File: src/rtl/risk5_run_ctrl.sv
// Run-control sequencer for the risk_5 core: run, halt, single-step,
// PC breakpoint and instruction budget, gating the core via core_en.
module risk5_run_ctrl #(
  parameter int unsigned PC_W   = 32,
  parameter int unsigned CNT_W  = 32,
  parameter int unsigned BUDGET = 0
) (
  input  logic             clk,
  input  logic             rst,
  input  logic             start,
  input  logic             stop,
  input  logic             step,
  input  logic             clr_cnt,
  input  logic             bp_en,
  input  logic [PC_W-1:0]  bp_addr,
  input  logic [PC_W-1:0]  pc,
  output logic             core_en,
  output logic             running,
  output logic             halted,
  output logic [1:0]       halt_cause,
  output logic [CNT_W-1:0] instr_cnt
);

  typedef enum logic [1:0] {
    S_IDLE,
    S_RUN,
    S_STEP,
    S_HALT
  } state_t;

  localparam logic [1:0] C_RESET = 2'b00;
  localparam logic [1:0] C_STOP  = 2'b01;
  localparam logic [1:0] C_BP    = 2'b10;
  localparam logic [1:0] C_BUD   = 2'b11;

  localparam logic       BUD_ON  = (BUDGET != 0);
  localparam logic [CNT_W-1:0] BUD_LIM = CNT_W'(BUDGET);

  state_t           r_state;
  state_t           w_state_nxt;
  logic [1:0]       r_cause;
  logic [1:0]       w_cause_nxt;
  logic             r_skip;
  logic             w_skip_nxt;
  logic [CNT_W-1:0] r_cnt;

  logic             w_bp_hit;
  logic             w_bud_hit;
  logic             w_en;
  logic             w_cnt_max;

  // skip masks the breakpoint so a resume at bp_addr retires it once
  assign w_bp_hit  = bp_en & (pc == bp_addr) & ~r_skip;
  assign w_bud_hit = BUD_ON & (r_cnt >= BUD_LIM);
  assign w_cnt_max = &r_cnt;

  assign w_en = ~rst & (((r_state == S_RUN) & ~w_bp_hit & ~w_bud_hit)
                        | (r_state == S_STEP));

  always_comb begin
    w_state_nxt = r_state;
    w_cause_nxt = r_cause;
    w_skip_nxt  = r_skip;
    if (w_en) begin
      w_skip_nxt = 1'b0;
    end
    unique case (r_state)
      S_IDLE, S_HALT: begin
        if (stop) begin
          w_state_nxt = r_state;
        end else if (step) begin
          w_state_nxt = S_STEP;
          w_skip_nxt  = 1'b1;
        end else if (start) begin
          w_state_nxt = S_RUN;
          w_skip_nxt  = 1'b1;
        end
      end
      S_RUN: begin
        if (stop) begin
          w_state_nxt = S_HALT;
          w_cause_nxt = C_STOP;
        end else if (w_bp_hit) begin
          w_state_nxt = S_HALT;
          w_cause_nxt = C_BP;
        end else if (w_bud_hit) begin
          w_state_nxt = S_HALT;
          w_cause_nxt = C_BUD;
        end
      end
      S_STEP: begin
        w_state_nxt = S_HALT;
        w_cause_nxt = C_STOP;
      end
      default: begin
        w_state_nxt = S_IDLE;
      end
    endcase
  end

  always_ff @(posedge clk) begin
    if (rst) begin
      r_state <= S_IDLE;
      r_cause <= C_RESET;
      r_skip  <= 1'b0;
    end else begin
      r_state <= w_state_nxt;
      r_cause <= w_cause_nxt;
      r_skip  <= w_skip_nxt;
    end
  end

  // clear wins over increment; count holds at all-ones
  always_ff @(posedge clk) begin
    if (rst) begin
      r_cnt <= '0;
    end else if (clr_cnt) begin
      r_cnt <= '0;
    end else if (w_en && !w_cnt_max) begin
      r_cnt <= r_cnt + 1'b1;
    end
  end

  assign core_en    = w_en;
  assign running    = (r_state == S_RUN);
  assign halted     = (r_state == S_IDLE) | (r_state == S_HALT);
  assign halt_cause = r_cause;
  assign instr_cnt  = r_cnt;

endmodule

File: config.mk
export PLATFORM = sky130hd
export DESIGN_NAME = risk5_run_ctrl
export DESIGN_NICKNAME = d
export VERILOG_FILES = /design/src/rtl/risk5_run_ctrl.sv
export SDC_FILE = /design/constraint.sdc
export NUM_CORES = 1
export LEC_CHECK = 0
export CELL_PAD_IN_SITES_DETAIL_PLACEMENT = 1
export CELL_PAD_IN_SITES_GLOBAL_PLACEMENT = 1
export CORE_MARGIN = 2
export CORE_UTILIZATION = 31
export DETAILED_ROUTE_END_ITERATION = 7
export GPL_TIMING_DRIVEN = 0
export PLACE_DENSITY = 0.81
export SLEW_MARGIN = 10
export SYNTH_ARGS = -nofsm -noshare
export SYNTH_HDL_FRONTEND = slang
export SYNTH_SLANG_ARGS = --single-unit
File: constraint.sdc
create_clock -name clk -period 3.65 [get_ports clk]
set_input_delay 0.9125 -clock clk [delete_from_list [all_inputs] [get_ports clk]]
set_output_delay 0.9125 -clock clk [all_outputs]
set_load 0.01 [all_outputs]
==> metrics.yaml <==
layout:
  stdcell_area_um2: 4080
  fill_cells: 963
  layoutNonFillerInstCount: 534
  mostFrequentLayoutCell: "clkdlybuf4s50_1"
  synthToLayoutAreaGrowth_pct: 57.7
  drive_above_1_share_pct: 17.0
  nets: 502
  diodes: 0
  layout_common_cells: "clkdlybuf4s50_1, dfxtp_1, dlymetal6s2s_1"
  fin_util_pct: 49.9
timing:
  finalHoldViolCount: 0
  max_clock_freq_ghz: 0.276
  finalSetupTns_ns: 0
  period_needed_ns: 3.62
  slew_headroom_pct: 52.4
  slew_viol_final: 0
  finalSetupViolCount: 0
  skew_ns: 0.00919
  fin_crit_sh_pct: 99.3
  tightest_slew_ns: 0.711
global_routing:
  grtUsageTotal_pct: 23.2
  use_met1_pct: 28.3
  grt_max_degree: 19
  grt_pass1_vias: 3073
  antenna_found_initial: 0
  grt_util_met2_pct: 40.9
  gr-usage-met3_pct: 4.27
  grt_overflow: 0
  grt_first_pass_wirelength_mm: 16.3
  busiest_layer: "met2"
yosys:
  yosysSeqAreaShare_pct: 28.6
  synthTopCellsByArea: "dfxtp_1, xor2_1, or3_1, nand4_1, a21oi_2"
  synth_fp_nets: 382
  syn_inst: 308
  synth_area_um2: 2590
  synth-edff-count: 0
  synth_top_cell_by_area: "dfxtp_1"
  yosysWarnings: 0
  ys_ff_latch: 37
  async_flop_share_pct: 0
  ys.flop_type: "dfxtp_1"
  synth.top_cell.area_share_pct: 28.6
  synth_cell_types: 53
  syn_area_per_cell_um2: 8.40
drt:
  vias_per_cell: 5.54
  vias: 2956
  wire_per_inst_um: 19.6
  first_pass_iters: 4
  wirelength_mm: 10.4
  drtAntennaViolNets: 0
  drc: 0
  drt-initial-drc-count: 121
critical_path:
  path_buf_inv: 4
  r2r_start: "r_state[0]"
  r2r_slack_ns: 1.17
  worstPathCellList: "clkdlybuf4s50_1 > xor2_1 > nand2b_1 > nor4_1 > and4b_1 > buf_6 > buf_12 > nor2_1 > buf_2"
  slowest_delay_ns: 0.45
  cp.depth: 9
  worstSetupEndpoint: "core_en"
  crit_type: "in2out"
  cp_data_arrival_time_ns: 2.71
  path_delay_family: "simple AND/OR/NAND/NOR gates"
  startpoint_type: "primary input"
  crit_path_top_delay_cell: "clkdlybuf4s50_1"
  reg2reg_to: "instr_cnt[8]"
  crit_fanout: 2
  r2r_cells: 9
  end_kind: "output pin"
  cp.required_ns: 2.74
  worstSetupStartpoint: "pc[12]"
floorplanning:
  die_h_um: 95.4
  initial_core_util_pct: 31.7
  ioPinCount: 108
  die_area_um2: 9100
  fp.dieW_um: 95.4
  rows: 33
  core_um2: 8180
placement:
  dp.cells: 519
  dp_hpwl_mm: 7.85
  gp_congestion: 0.883
  port_buffers: 106
  post_dp_cell_area_um2: 3780
run_status:
  status: "completed"
pwr:
  p_int_w: 0.000848
  sw_frac_of_total_pct: 30.4
  p_switching_w: 0.000371
  leakage_nw: 1.54
  seqPwrFrac_pct: 36.1
  power_density_nw_per_um2: 299
  p_clk_share_pct: 31.9
  combPwrFrac_pct: 32.0
  peakVddDrop_uv: 163
cts:
  h-tree-depth: 2
  clkTransAtPathRegs_ns: 0.08
  root_buffer: "clkbuf_8"
  cts_buffer_depth: 2
  cts_buffers: 5
  clkLatencyLatePin_ns: 0.30
  ctsHoldBuffers: 0
  cts_sinks: 37
  cts_tree: "built"
flow_run:
  maxCapViolCount: 0
worst_hold_path:
  hp-class: "reg2reg"
## power groups by stage
| stage | Clock, W | Sequential [W] | Combinational (W) |
|---|---|---|---|
| after global routing | 0.000410 | 0.000442 | 0.000421 |
| after detailed placement | 0 | 0.000448 | 0.000373 |
| final | 0.000389 | 0.000440 | 0.000390 |
| after global placement | 0 | 0.000446 | 0.000359 |
| after floorplan | 0 | 0.000449 | 0.000184 |
| after CTS | 0.000398 | 0.000439 | 0.000378 |
## metal layers
layer	routed length [um]	part of all wire [%]
met5	0	0
met4	233	2.2
met3	440	4.2
met2	5340	51
met1	4430	42
## sequential cells by signal, indices dropped and copies added (netlist names)
signal	flops
instr_cnt	32
halt_cause	2
r_state	2
r_skip	1
## per-stage QoR
stage | hold slack, ns | power (W) | worst slack (ns)
2_1_floorplan | 0.469 | 0.000633 | 0.413
3_3_place_gp | 0.469 | 0.000805 | -0.943
3_5_place_dp | 0.500 | 0.000821 | -0.960
4_1_cts | 0.511 | 0.00121 | 0.0155
5_1_grt | 0.535 | 0.00127 | -0.0567
6_report | 0.509 | 0.00122 | 0.0260
## synth_stat cells (all sizes together) (4+ instances only)
library cell,number
a21oi,30
and2,6
and3,4
buf,9
clkbuf,5
dfxtp,37
inv,9
nand2,16
nand3,15
nand4,23
nor2,10
nor3,4
nor4,9
o21ai,27
o31ai,4
or3,25
or4,6
xnor2,12
xor2,20
## logic make-up (layout without fill, tap and decap cells)
family / after synthesis / count (layout) / share of synthesized area, %
AOI/OAI and AO/OA: 74 / 74 / 19.6
xor gates and xnor gates: 32 / 32 / 12.0
adders and majority gates: 3 / 3 / 1.45
buffers and inverters: 23 / 144 / 4.59
DFF: 37 / 37 / 28.6
and+or+nand+nor: 139 / 139 / 33.7
## worst reg2reg max path, stage by stage (launching register included)
cell and delay [ns]:
dfxtp_1 0.33, inv_1 0.08, ha_1 0.30, nor2_1 0.11, or2_2 0.33, nor2_2 0.29
buf_2 0.31, nand2_1 0.11, or3_2 0.44, a21oi_2 0.14
## worst min-delay path by stage
stage / end / slack, ns / start / cells past startpoint
2_1_floorplan: r_skip / 0.47 / r_skip / 2
3_3_place_gp: halt_cause[1] / 0.47 / halt_cause[1] / 2
3_5_place_dp: halt_cause[1] / 0.50 / halt_cause[1] / 2
4_1_cts: halt_cause[1] / 0.51 / halt_cause[1] / 2
5_1_grt: halt_cause[1] / 0.53 / halt_cause[1] / 2
6_report: halt_cause[1] / 0.51 / halt_cause[1] / 2
## cell type report
| class | count | area [um2] | share of cell area (%) |
|---|---|---|---|
| buffer | 13 | 92.6 | 2.27 |
| clock buffer | 6 | 82.6 | 2.02 |
| clock inverter | 2 | 37.5 | 0.920 |
| inverter | 9 | 33.8 | 0.828 |
| multi-input combinational | 248 | 1790 | 43.9 |
| sequential | 37 | 741 | 18.1 |
| tap | 105 | 131 | 3.22 |
| timing repair buffer | 114 | 1170 | 28.7 |
## what timing repair did
| item | in CTS | in global routing |
|---|---|---|
| setup buffers | 6 | 2 |
| pin swaps | 4 | 15 |
| gates resized for setup | 12 | 28 |
| setup endpoints to repair | 1 | 1 |
No activity file was read; power rests on OpenSTA's default activity.
